==> src/rtl/bb_queue_ctrl.sv <==
// ---------------------------------------------------------------------------
// bb_queue_ctrl
//   Control for a 64-entry circular basic-block queue. Slots are allocated in
//   order at wr_ptr and retired in order from rd_ptr. A branch-mispredict
//   flush keeps the slot at flush_ptr and kills every younger slot.
//
//   Ports
//     clk, rst        rising-edge clock, synchronous active-high reset
//     alloc_vld       allocate one slot at wr_ptr (dropped by a same-cycle flush)
//     alloc_rdy       count < 64
//     wr_ptr          next slot to allocate
//     retire_vld      retire the oldest slot at rd_ptr
//     rd_ptr          oldest valid slot (equals wr_ptr when empty)
//     flush_vld       mispredict flush request
//     flush_ptr       slot of the mispredicted branch; kept, younger slots killed
//     valid_vec       per-slot valid bits
//     count           number of valid slots, 0..64
//     full, empty     count == 64 / count == 0
//     kill_vec        one-cycle pulse of the slots removed by the last flush
//     flush_cnt       (only with BBQ_FLUSH_STATS_EN) saturating count of
//                     accepted flushes
//
//   Build option: define BBQ_FLUSH_STATS_EN to add the flush_cnt output.
// ---------------------------------------------------------------------------
module bb_queue_ctrl (
    input  logic        clk,
    input  logic        rst,
    input  logic        alloc_vld,
    output logic        alloc_rdy,
    output logic [5:0]  wr_ptr,
    input  logic        retire_vld,
    output logic [5:0]  rd_ptr,
    input  logic        flush_vld,
    input  logic [5:0]  flush_ptr,
    output logic [63:0] valid_vec,
    output logic [6:0]  count,
    output logic        full,
    output logic        empty,
    output logic [63:0] kill_vec
`ifdef BBQ_FLUSH_STATS_EN
    ,
    output logic [15:0] flush_cnt
`endif
);

    logic        flush_acc;
    logic        retire_acc;
    logic        alloc_acc;
    logic [5:0]  wr_last;
    logic [5:0]  keep_span;
    logic [6:0]  flush_count;
    logic [63:0] kill_set;
    logic [63:0] valid_nxt;
    logic [5:0]  wr_nxt;
    logic [5:0]  rd_nxt;
    logic [6:0]  count_nxt;

    // Status flags come straight from the registered count.
    assign full      = (count == 7'd64);
    assign empty     = (count == 7'd0);
    assign alloc_rdy = ~full;

    assign flush_acc  = flush_vld & valid_vec[flush_ptr];
    assign retire_acc = retire_vld & ~empty;
    // When full, an alloc still goes through if a retire frees the same slot
    // this cycle (wr_ptr == rd_ptr when full).
    assign alloc_acc  = alloc_vld & (alloc_rdy | retire_acc) & ~flush_acc;

    assign wr_last     = wr_ptr - 6'd1;
    assign keep_span   = flush_ptr - rd_ptr;
    assign flush_count = {1'b0, keep_span} + 7'd1;

    // Slots strictly younger than flush_ptr, up to the youngest allocated
    // slot. When flush_ptr is the youngest slot the set is empty, which also
    // covers a full queue flushed at wr_ptr-1.
    always_comb begin
        kill_set = '0;
        for (int s = 0; s < 64; s++) begin
            if (flush_ptr < wr_last) begin
                kill_set[s] = (7'(s) > {1'b0, flush_ptr}) && (7'(s) <= {1'b0, wr_last});
            end else if (flush_ptr > wr_last) begin
                kill_set[s] = (7'(s) > {1'b0, flush_ptr}) || (7'(s) <= {1'b0, wr_last});
            end
        end
    end

    // Retire clears before alloc sets so that alloc+retire on a full queue
    // (same slot) leaves the slot valid.
    always_comb begin
        valid_nxt = valid_vec;
        if (flush_acc) begin
            valid_nxt = valid_nxt & ~kill_set;
        end
        if (retire_acc) begin
            valid_nxt[rd_ptr] = 1'b0;
        end
        if (alloc_acc) begin
            valid_nxt[wr_ptr] = 1'b1;
        end
    end

    always_comb begin
        wr_nxt    = wr_ptr;
        rd_nxt    = rd_ptr;
        count_nxt = count;
        if (flush_acc) begin
            wr_nxt    = flush_ptr + 6'd1;
            count_nxt = flush_count - {6'd0, retire_acc};
        end else begin
            if (alloc_acc) begin
                wr_nxt = wr_ptr + 6'd1;
            end
            count_nxt = count + {6'd0, alloc_acc} - {6'd0, retire_acc};
        end
        if (retire_acc) begin
            rd_nxt = rd_ptr + 6'd1;
        end
    end

    always_ff @(posedge clk) begin
        if (rst) begin
            wr_ptr    <= '0;
            rd_ptr    <= '0;
            count     <= '0;
            valid_vec <= '0;
            kill_vec  <= '0;
        end else begin
            wr_ptr    <= wr_nxt;
            rd_ptr    <= rd_nxt;
            count     <= count_nxt;
            valid_vec <= valid_nxt;
            kill_vec  <= flush_acc ? kill_set : 64'd0;
        end
    end

`ifdef BBQ_FLUSH_STATS_EN
    always_ff @(posedge clk) begin
        if (rst) begin
            flush_cnt <= '0;
        end else if (flush_acc && (flush_cnt != 16'hFFFF)) begin
            flush_cnt <= flush_cnt + 16'd1;
        end
    end
`endif

endmodule

==> config.mk <==
export PLATFORM = sky130hd
export DESIGN_NAME = bb_queue_ctrl
export DESIGN_NICKNAME = d
export VERILOG_FILES = /design/src/rtl/bb_queue_ctrl.sv
export SDC_FILE = /design/constraint.sdc
export NUM_CORES = 1
export LEC_CHECK = 0
export ABC_AREA = 1
export ABC_CLOCK_PERIOD_IN_PS = 5200
export CAP_MARGIN = 30
export CORE_MARGIN = 1
export CORE_UTILIZATION = 54
export DETAILED_ROUTE_END_ITERATION = 10
export PLACE_DENSITY = 0.88
export SETUP_SLACK_MARGIN = 0.15
export SYNTH_ARGS = -nofsm -noshare
export SYNTH_HDL_FRONTEND = slang
export SYNTH_SLANG_ARGS = --single-unit
==> constraint.sdc <==
create_clock -name clk -period 5.2 [get_ports clk]
set_clock_uncertainty 0.2 [all_clocks]
set_input_delay 1.3 -clock clk [delete_from_list [all_inputs] [get_ports clk]]
set_output_delay 1.3 -clock clk [all_outputs]
set_load 0.02 [all_outputs]
==> tab_implementation.tex <==
\begin{tabular}{lr}
\hline
Metric & Value \\
\hline
\multicolumn{2}{l}{\textbf{Worst hold path}} \\
\quad Hold crit path type & reg -> reg \\
\quad Number of cells on the worst hold path & 2 \\
\multicolumn{2}{l}{\textbf{Synthesis}} \\
\quad Area share of the largest cell type after synthesis & 31.3\% \\
\quad Cell area after synthesis & 9410 sq um \\
\quad Gate count of the mapped netlist & 1536 \\
\quad Mean area per synthesized cell & 6.12 sq um \\
\quad Cell types with the largest area share after synthesis & dfxtp\_1, nand2\_1, nand3\_1 \\
\quad Number of unique standard cell types used by synthesis & 45 \\
\quad Dominant synthesized flop cell & dfxtp\_1 \\
\quad Most common cell in the synthesized netlist & nand2\_1 \\
\quad EDFF count, synth & 0 \\
\quad Register area share after synthesis & 31.3\% \\
\quad Seq cells post-synth & 147 \\
\quad Net count of the mapped netlist & 1577 \\
\quad Cell type with the highest aggregate area in the netlist & dfxtp\_1 \\
\quad List of most frequent post-synthesis cells & nand2\_1, nor2\_1, nand3\_1 \\
\quad YS warnings & 0 \\
\quad Proportion of register bits with asynchronous set or reset after synthesis & 0\% \\
\multicolumn{2}{l}{\textbf{Pwr}} \\
\quad Power share of the clock group & 28.7\% \\
\quad Switching power of the nets & 2.05 mW \\
\quad Pint & 2.57 mW \\
\quad Pwr Total & 4.62 mW \\
\quad Combinational share of power & 44.1\% \\
\quad Standby leakage power & 5.08 nW \\
\quad Net switching fraction of the power & 44.3\% \\
\quad Power density normalized to cell area & 379 nW/um\^{}2 \\
\quad Part of the power in registers & 27.2\% \\
\quad Worst ir drop on vdd & 364 uV \\
\multicolumn{2}{l}{\textbf{GRT}} \\
\quad Maximum number of pins on one net before global-route repair & 84 \\
\quad Antenna violations before repair & 1 \\
\quad Met2 usage & 73.5\% \\
\quad M1 GR Usage & 57.5\% \\
\quad Remaining global-route overflow & 0 \\
\quad Global-route total usage across every layer & 47.7\% \\
\quad Layer carrying the most global-route usage & met2 \\
\quad Wire length of the first global-routing pass & 64.1 mm \\
\quad GRT met3 Usage & 11.0\% \\
\quad Via count of the first global-routing pass & 11069 \\
\multicolumn{2}{l}{\textbf{Place}} \\
\quad Final HPWL from detailed placement & 32.7 mm \\
\quad Routability congestion estimate from global placement & 1.04 \\
\quad Standard cell area after detailed placement & 11500 sq um \\
\quad Count of input and output buffers & 160 \\
\multicolumn{2}{l}{\textbf{CTS}} \\
\quad TritonCTS sink count & 147 \\
\quad Clock tree from TritonCTS & done \\
\quad Largest buffer count on any clock path & 2 \\
\quad Number of buffers inserted during clock tree synthesis & 17 \\
\quad Root Buffer & clkbuf\_16 \\
\quad Buffer count from post-CTS setup fixing & 0 \\
\quad CTS H-tree depth & 4 \\
\quad Clock latency on the worst-skew pair & 0.45 ns \\
\quad Clock transition at the registers of the reported paths & 0.07 ns \\
\multicolumn{2}{l}{\textbf{Critical path}} \\
\quad CP bufs+invs & 6 \\
\quad Number of cell instances on the worst register-to-register path & 17 \\
\quad Category of the critical setup timing path & in -> reg \\
\quad Source of the worst register-to-register timing path & wr\_ptr[1]\$\_SDFFE\_PP0P\_ \\
\quad Most frequent cell on the critical path & nor2\_1 \\
\quad Number of stages on the worst setup path & 28 \\
\quad Critical Path Sink Type & flop \\
\quad Worst-case register-to-register setup slack & 0.96 ns \\
\quad CP required & 5.38 ns \\
\quad Destination of the critical timing path & count[6]\$\_SDFF\_PP0\_ \\
\quad Crit path arrival time & 4.95 ns \\
\quad Family with the most delay on the worst path & simple AND/OR/NAND/NOR gates \\
\quad Largest fanout of any net on the critical path & 7 \\
\quad Delay of the slowest critical-path stage & 0.45 ns \\
\quad Slowest stage cell on the critical path & clkdlybuf4s50\_1 \\
\quad R2r endpoint & valid\_vec[21]\$\_SDFF\_PP0\_ \\
\quad CP startpoint & flush\_ptr[2] \\
\quad Kind of launch point of the worst setup path & input pin \\
\multicolumn{2}{l}{\textbf{STA}} \\
\quad Normalized max-slew margin & 28.3\% \\
\quad Slew at the pin closest to its max-slew limit & 1.07 ns \\
\quad RSZ-0062 raised after global routing & no \\
\quad Top achievable clock speed & 0.210 GHz \\
\quad Sum Neg Setup Slack & 0 ns \\
\quad Final hold violation count & 0 \\
\quad Final count of pins violating max slew & 0 \\
\quad Time the worst path needs with I/O delays and setup & 4.77 ns \\
\quad Final count of negative-setup-slack endpoints & 0 \\
\quad Final worst-path cycle share & 91.7\% \\
\quad Worst hold margin & 0.309 ns \\
\multicolumn{2}{l}{\textbf{Final layout}} \\
\quad Area added between synthesis and finish & 29.5\% \\
\quad Final instance area & 12200 sq um \\
\quad End-of-flow core utilization & 72.4\% \\
\quad Layout Nets & 1753 \\
\quad Fraction of layout instances using a drive strength above 1 & 8.41\% \\
\multicolumn{2}{l}{\textbf{Job}} \\
\quad Max-cap violations & 0 \\
\multicolumn{2}{l}{\textbf{Floorplan}} \\
\quad Chip height & 134 um \\
\quad Starting utilization of the core area & 55.9\% \\
\quad Number of top-level design ports & 161 \\
\quad Number of placement rows & 47 \\
\quad Total Die Area & 17900 sq um \\
\quad Die extent in x & 134 um \\
\quad Total core area & 16800 sq um \\
\multicolumn{2}{l}{\textbf{Routing}} \\
\quad First DRT Iteration DRCs & 2060 \\
\quad Routed length per instance & 22.1 um \\
\quad DR DRC count & 0 \\
\quad Post-DRT Antenna Nets & 0 \\
\quad Routed via count & 12036 \\
\quad Total Wirelength & 43.1 mm \\
\quad Iteration count of the initial detailed-routing pass & 9 \\
\quad Vias per std cell & 6.18 \\
\multicolumn{2}{l}{\textbf{Outcome}} \\
\quad Outcome & finished, final reports clean \\
\hline
\end{tabular}
worst min-delay path, stage by stage, from the launching register on:
cell,delay [ns]
dfxtp_1,0.32
nand3_1,0.08
a21oi_1,0.06
per-stage QoR:
stage	cells	setup slack, ns
after floorplan	1536	0.419
after global placement	1910	-0.133
after detailed placement	1913	-0.251
after CTS	1945	0.180
after global routing	1945	0.180
final	1946	0.431
state kept, by name (all words and copies together), names as in the netlist:
name and cells:
valid_vec 64, wr_ptr 6, count 7, kill_vec 64, rd_ptr 6
placed cells by master, fill, tap and decap left out, types with 3 or more instances in the layout:
cell type,synthesis,final
nand2_2,2,3
nor3_2,2,5
inv_2,11,12
xor2_1,10,10
clkinv_1,3,3
a21oi_1,129,128
o211ai_1,6,6
buf_12,0,4
dfxtp_1,147,147
or2_2,8,8
xnor2_1,3,3
clkbuf_16,0,17
nand4_1,8,8
clkdlybuf4s50_1,0,156
inv_1,165,164
a31oi_1,4,4
ha_1,28,28
o21ai_0,140,140
o22ai_1,7,7
clkinv_4,0,4
nor2_2,4,5
nor3_1,28,25
dlymetal6s2s_1,0,3
nor2_1,211,210
o21bai_1,5,5
inv_8,0,5
buf_4,5,64
nand3_1,174,174
nand2_1,346,345
repair_timing:
| action | in CTS | in global routing |
|---|---|---|
| resized for setup | 0 | 8 |
| hold buffers | 0 | 0 |
| endpoints found under the setup margin | 0 | 2 |
logic make-up after synthesis:
logic type / count (synthesis) / synth area share [%]
adders and majority gates: 30 / 4.15
AOI/OAI and AO/OA: 302 / 16.8
and+or+nand+nor: 791 / 35.7
DFF: 147 / 31.3
buffers and inverters: 252 / 10.7
xor gates and xnor gates: 14 / 1.38
power by group through the flow:
stage	clock network, mW	registers (mW)	logic [mW]
2_1_floorplan	0	1.32	1.18
3_3_place_gp	0	1.27	1.88
3_5_place_dp	0	1.27	1.92
4_1_cts	1.32	1.25	1.93
5_1_grt	1.37	1.25	2.18
6_report	1.33	1.25	2.04
layout make-up:
class / instances / area, sq um
Multi-Input combinational cell: 1137 / 5480
Fill cell: 1396 / 4640
Sequential cell: 147 / 2940
Timing Repair Buffer: 230 / 2180
Inverter: 179 / 672
Clock buffer: 18 / 439
Tap cell: 220 / 275
Clock inverter: 14 / 185
Antenna cell: 1 / 2.50
how the worst min path moves through the flow:
stage | startpoint | endpoint
2_1_floorplan | valid_vec[57]$_SDFF_PP0_ | valid_vec[57]$_SDFF_PP0_
3_3_place_gp | valid_vec[21]$_SDFF_PP0_ | valid_vec[21]$_SDFF_PP0_
3_5_place_dp | valid_vec[39]$_SDFF_PP0_ | valid_vec[39]$_SDFF_PP0_
5_1_grt | valid_vec[48]$_SDFF_PP0_ | valid_vec[48]$_SDFF_PP0_
6_report | valid_vec[25]$_SDFF_PP0_ | valid_vec[25]$_SDFF_PP0_
4_1_cts | valid_vec[25]$_SDFF_PP0_ | valid_vec[25]$_SDFF_PP0_
per-layer routing:
layer / vias to the layer above / routed length [um]
met3: 268 / 5750
met4: 0 / 3710
met1: 5372 / 15000
met2: 1051 / 18600
met5: - / 0
li1: 5345 / -
Power figures use the tool's default switching activity.
